--- src/rtl/mix_invmix_stream.sv ---
// rtl/mix_invmix_stream.sv - streaming AES MixColumns / InvMixColumns engine

module mix_invmix_stream #(
   parameter int LANES = 1,
   parameter int CNT_W = 16
) (
   input  logic             clk,
   input  logic             reset,
   input  logic             in_valid,
   output logic             in_ready,
   input  logic             in_mode,
   input  logic [127:0]     in_state,
   output logic             out_valid,
   input  logic             out_ready,
   output logic [127:0]     out_state,
   output logic             out_mode,
   output logic             busy,
   output logic [CNT_W-1:0] blk_cnt
);

   typedef enum logic [1:0] {
      IDLE = 2'd0,
      PROC = 2'd1,
      DONE = 2'd2
   } state_t;

   generate
      if (LANES != 1 && LANES != 2 && LANES != 4) begin : g_bad_lanes
         $error("mix_invmix_stream: LANES must be 1, 2 or 4");
      end
   endgenerate

   // Column index advance per PROC cycle (4 lanes wraps to 0) and the
   // index of the final PROC cycle of a block.
   localparam logic [1:0] STEP     = 2'(LANES);
   localparam logic [1:0] LAST_IDX = 2'(4 - LANES);

   // Multiply a byte by a 4-bit GF(2^8) constant: every coefficient of
   // both matrices (01,02,03,09,0b,0d,0e) fits in 4 bits, so a sum of
   // x, 2x, 4x, 8x covers them all.
   function automatic logic [7:0] xt(input logic [7:0] b);
      return {b[6:0], 1'b0} ^ (b[7] ? 8'h1b : 8'h00);
   endfunction

   function automatic logic [7:0] gm4(input logic [7:0] b, input logic [3:0] k);
      logic [7:0] x2;
      logic [7:0] x4;
      logic [7:0] x8;
      x2 = xt(b);
      x4 = xt(x2);
      x8 = xt(x4);
      return (k[3] ? x8 : 8'h00) ^ (k[2] ? x4 : 8'h00) ^
             (k[1] ? x2 : 8'h00) ^ (k[0] ? b  : 8'h00);
   endfunction

   // Both matrices are circulant; only the first row differs by mode.
   function automatic logic [31:0] mix_col(input logic [31:0] col, input logic fwd);
      logic [3:0] k0;
      logic [3:0] k1;
      logic [3:0] k2;
      logic [3:0] k3;
      logic [7:0] a0;
      logic [7:0] a1;
      logic [7:0] a2;
      logic [7:0] a3;
      k0 = fwd ? 4'h2 : 4'he;
      k1 = fwd ? 4'h3 : 4'hb;
      k2 = fwd ? 4'h1 : 4'hd;
      k3 = fwd ? 4'h1 : 4'h9;
      a0 = col[31:24];
      a1 = col[23:16];
      a2 = col[15:8];
      a3 = col[7:0];
      return {gm4(a0, k0) ^ gm4(a1, k1) ^ gm4(a2, k2) ^ gm4(a3, k3),
              gm4(a0, k3) ^ gm4(a1, k0) ^ gm4(a2, k1) ^ gm4(a3, k2),
              gm4(a0, k2) ^ gm4(a1, k3) ^ gm4(a2, k0) ^ gm4(a3, k1),
              gm4(a0, k1) ^ gm4(a1, k2) ^ gm4(a2, k3) ^ gm4(a3, k0)};
   endfunction

   state_t           state;
   state_t           state_next;
   logic [127:0]     src_q;
   logic [127:0]     res_q;
   logic [127:0]     res_next;
   logic             mode_q;
   logic [1:0]       idx_q;
   logic [CNT_W-1:0] cnt_q;
   logic             take_in;
   logic             give_out;
   logic             last_step;

   assign take_in   = in_valid && in_ready;
   assign give_out  = out_valid && out_ready;
   assign last_step = (idx_q == LAST_IDX);

   // State register
   always_ff @(posedge clk or posedge reset) begin
      if (reset) begin
         state <= IDLE;
      end else begin
         state <= state_next;
      end
   end

   // Next state and handshake outputs; DONE forwards out_ready so a new
   // block can be taken on the same edge the result leaves
   always_comb begin
      state_next = state;
      in_ready   = 1'b0;
      out_valid  = 1'b0;
      busy       = 1'b0;
      case (state)
         IDLE: begin
            in_ready = 1'b1;
            if (in_valid) begin
               state_next = PROC;
            end
         end
         PROC: begin
            busy = 1'b1;
            if (last_step) begin
               state_next = DONE;
            end
         end
         DONE: begin
            busy      = 1'b1;
            out_valid = 1'b1;
            in_ready  = out_ready;
            if (out_ready) begin
               state_next = in_valid ? PROC : IDLE;
            end
         end
         default: begin
            state_next = IDLE;
         end
      endcase
   end

   // Column datapath: transform the LANES columns starting at idx; column c
   // sits at bit offset 32*(3-c), and 3-c on two bits is ~c
   always_comb begin
      res_next = res_q;
      for (int l = 0; l < LANES; l++) begin
         res_next[{~(idx_q + 2'(l)), 5'b0} +: 32] =
            mix_col(src_q[{~(idx_q + 2'(l)), 5'b0} +: 32], mode_q);
      end
   end

   // Block capture and column write-back; the result register only moves
   // in PROC, so it holds steady for the whole DONE stall
   always_ff @(posedge clk or posedge reset) begin
      if (reset) begin
         src_q  <= '0;
         res_q  <= '0;
         mode_q <= 1'b0;
         idx_q  <= '0;
      end else if (take_in) begin
         src_q  <= in_state;
         mode_q <= in_mode;
         idx_q  <= '0;
      end else if (state == PROC) begin
         res_q  <= res_next;
         idx_q  <= idx_q + STEP;
      end
   end

   // Handoff counter, free-running wrap
   always_ff @(posedge clk or posedge reset) begin
      if (reset) begin
         cnt_q <= '0;
      end else if (give_out) begin
         cnt_q <= cnt_q + CNT_W'(1);
      end
   end

   assign out_state = res_q;
   assign out_mode  = mode_q;
   assign blk_cnt   = cnt_q;

endmodule

--- config.mk ---
export PLATFORM = sky130hd
export DESIGN_NAME = mix_invmix_stream
export DESIGN_NICKNAME = d
export VERILOG_FILES = /design/src/rtl/mix_invmix_stream.sv
export SDC_FILE = /design/constraint.sdc
export NUM_CORES = 1
export LEC_CHECK = 0
export CELL_PAD_IN_SITES_DETAIL_PLACEMENT = 1
export CELL_PAD_IN_SITES_GLOBAL_PLACEMENT = 2
export CORE_UTILIZATION = 29
export DETAILED_ROUTE_END_ITERATION = 10
export GPL_TIMING_DRIVEN = 0
export MAX_ROUTING_LAYER = met4
export PLACE_DENSITY_LB_ADDON = 0.25
export SYNTH_ARGS = -nofsm -noshare
export SYNTH_HDL_FRONTEND = slang
export SYNTH_SLANG_ARGS = --single-unit
export TNS_END_PERCENT = 50
--- constraint.sdc ---
create_clock -name clk -period 10.1 [get_ports clk]
set_clock_uncertainty 0.2 [all_clocks]
set_input_delay 3.03 -clock clk [delete_from_list [all_inputs] [get_ports clk]]
set_output_delay 3.03 -clock clk [all_outputs]
set_load 0.05 [all_outputs]
==> key figures, run 1 <==
Outcome
  • Status: complete, no violations

STA
  • Setup tns final: 0 ns
  • Final period utilization: 78.0%
  • RSZ-0062 raised after global routing: false
  • Peak Freq: 127 MHz
  • Max-slew violations: 0
  • Fin crit period: 7.87 ns
  • Hold Violations, Final: 0
  • Final setup fails: 0
  • Slew HR: 41.4%
  • Worst slew pin tran: 0.879 ns

Worst setup path
  • CP startpoint kind: input pin
  • Critical-path cell list: clkdlybuf4s50_1 -> nand2_1 -> nand2b_1 -> clkdlybuf4s50_1
  • Cell with the most instances on the worst path: clkdlybuf4s50_1
  • Req. time, crit path: 6.87 ns
  • CP Class: in2out
  • Worst Path Arrival: 4.64 ns
  • Crit. End Element: output pin
  • Max FO, Critical Path: 3
  • Slowest cell on crit path: clkdlybuf4s50_1
  • CP max stage delay: 0.84 ns

Clock network
  • Post-CTS Setup Repair Bufs: 0
  • Clock root cell: clkbuf_16
  • CTS tree: yes
  • Worst-path clk slew: 0.05 ns
  • Sink Count: 277
  • H-tree depth: 2
  • Clk_lat worst skew: 0.54 ns
  • Hold buffers post-CTS: 0
  • Post-CTS sizing: 0
  • TritonCTS buffer count: 35
  • CTS Buffer Depth: 3

Route
  • Via density: 4.62
  • Post-route DRC violation count: 0
  • Vias: 10,200
  • Routed WL: 45,800 um
  • First-pass detailed-route iteration total: 4
  • Antenna Nets Post-Route: 0
  • Number of DRC markers in iteration 0: 500
  • Routed WL per cell: 20.7 um

Worst hold path
  • Worst hold-check path type: reg2reg

Die
  • Initial Util: 29.4%
  • Core area: 45,400 um^2
  • Die Footprint: 46,900 um^2
  • I/O Pins: 281
  • Row count: 78
  • Die Ht: 216 um
  • Die X: 216 um

Global route
  • First-pass GRT wire length: 69,700 um
  • Initial antenna violation count: 0
  • Vias in the first global route: 11,000
  • GRT Total Usage: 20.6%
  • Pin count of the biggest net entering global routing: 42
  • Congestion Overflow GR: 0

Logic synthesis
  • EDFF count, synth: 0
  • Syn avg cell area: 10.6 um^2
  • Post-Synthesis Net Count: 1,408
  • Sequential area share after synthesis: 52.0%
  • Mapped cell area: 13,300 um^2
  • Ys async rst share: 100%
  • Post-Syn Instances: 1,264
  • Syn. warnings: 0
  • Prevailing post-synth register cell: dfrtp_1
  • Synthesized flop and latch total: 277
  • Netlist cell types: 40

Job
  • Maxcap violations: 0

Finish
  • Commonest non-fill, non-tap cell in the layout: nand2_1
  • Most frequent cells in the layout: nand2_1, clkdlybuf4s50_1, dfrtp_1
  • Layout cells sized above 1: 8.42%
  • Layout area overhead: 36.6%
  • # diodes: 0
  • Final nets: 1,736

Placed design
  • # port buffers: 280
  • GPL Wtd Cong: 0.802
  • Post-DP HPWL: 35,400 um
==> cell families (layout without fill, tap and decap cells) <==
logic type	after synthesis	in the layout	synth area share (%)
xor gates and xnor gates	193	193	16.8
muxes	34	34	5.59
DFF	277	277	52.0
AOI/OAI and AO/OA	132	132	6.12
and+or+nand+nor	539	539	15.8
buffers and inverters	78	430	2.65
adders and majority gates	11	11	1.03
==> layout make-up <==
cell class	instances	area, um^2
inverter	10	41.3
timing repair buffer	291	2990
multi-input combinational	909	6080
clock buffer	51	1040
sequential	277	6930
tap	600	751
fill	5046	27200
buffer	68	317
clock inverter	10	77.6
==> path summary, 6_finish.rpt <==
path,start,to,slack (ns),depth (start not counted)
setup / recovery,out_ready,in_ready,2.23,4
hold / removal,blk_cnt[15]$_DFFE_PP0P_,blk_cnt[15]$_DFFE_PP0P_,0.27,1
setup reg to reg,idx_q[1]$_DFFE_PP0P_,out_state[68]$_DFFE_PP0P_,5.81,10
hold reg to reg,blk_cnt[15]$_DFFE_PP0P_,blk_cnt[15]$_DFFE_PP0P_,0.27,1
max in group asynchronous,reset,src_q[66]$_DFFE_PP0P_,6.09,5
min in group asynchronous,reset,blk_cnt[7]$_DFFE_PP0P_,2.58,2
==> worst max-delay path: cells and delay by family <==
kind	cells	cell delay, ns
AND/OR/NAND/NOR	2	0.25
buffers and inverters	2	1.36
==> flip-flops by register name, indices dropped and copies added (netlist names) <==
name       flops
blk_cnt       16
state          2
src_q        128
idx_q          2
out_mode       1
out_state    128
==> routing by layer <==
layer  part of all wire (%)  vias up  wire length, um  track usage [%]
li1                       -     4767                -                -
met1                     45     5170            20800             27.1
met2                     48      247            22200             33.2
met3                    4.3       49             1980             3.06
met4                    2.0        0              895             5.38
met5                      0        -                0                -
==> stage by stage <==
stage	hold slack (ns)	instances	utilization [%]	area, um^2	setup slack [ns]
final	0.270	2216	40.1	18200	2.23
after CTS	0.276	2216	40.1	18200	2.21
after floorplan	0.237	1264	-	13300	3.20
after detailed placement	0.262	2155	37.7	17100	2.21
after global routing	0.295	2216	40.1	18200	2.15
after global placement	0.252	2144	37.2	16900	1.00
==> cell usage after synthesis, types with 6 or more instances <==
master / instances / area, um^2
nand3_1: 7 / 35.0
xnor2_1: 115 / 1010
mux4_2: 31 / 698
buf_2: 6 / 30.0
nand2_1: 489 / 1840
xnor3_1: 27 / 608
clkbuf_1: 51 / 191
dfrtp_1: 277 / 6930
a22o_1: 40 / 350
xnor2_2: 10 / 163
ha_1: 11 / 138
o21ai_1: 30 / 150
inv_1: 10 / 37.5
nor2_1: 17 / 63.8
o21ai_0: 60 / 300
xor2_1: 34 / 298
Power of run 1 is left out: the tool's default activity adds up to more than one toggle a clock period on the data nets, which glitch-free logic cannot reach.
==> run 2, diff against run 1 <==
clock period = 6.8 ns   (was 10.1 ns; I/O delays follow)
==> results of run 2 <==
The final DEF is identical to that of run 1. Status: complete, no violations.
Among the figures that moved: setup slack after placement 2.21 ns -> 0.894 ns; setup slack after layout 2.23 ns -> 0.905 ns; register-to-register setup slack 5.81 ns -> 2.51 ns
Power of run 2 is left out for the same reason.
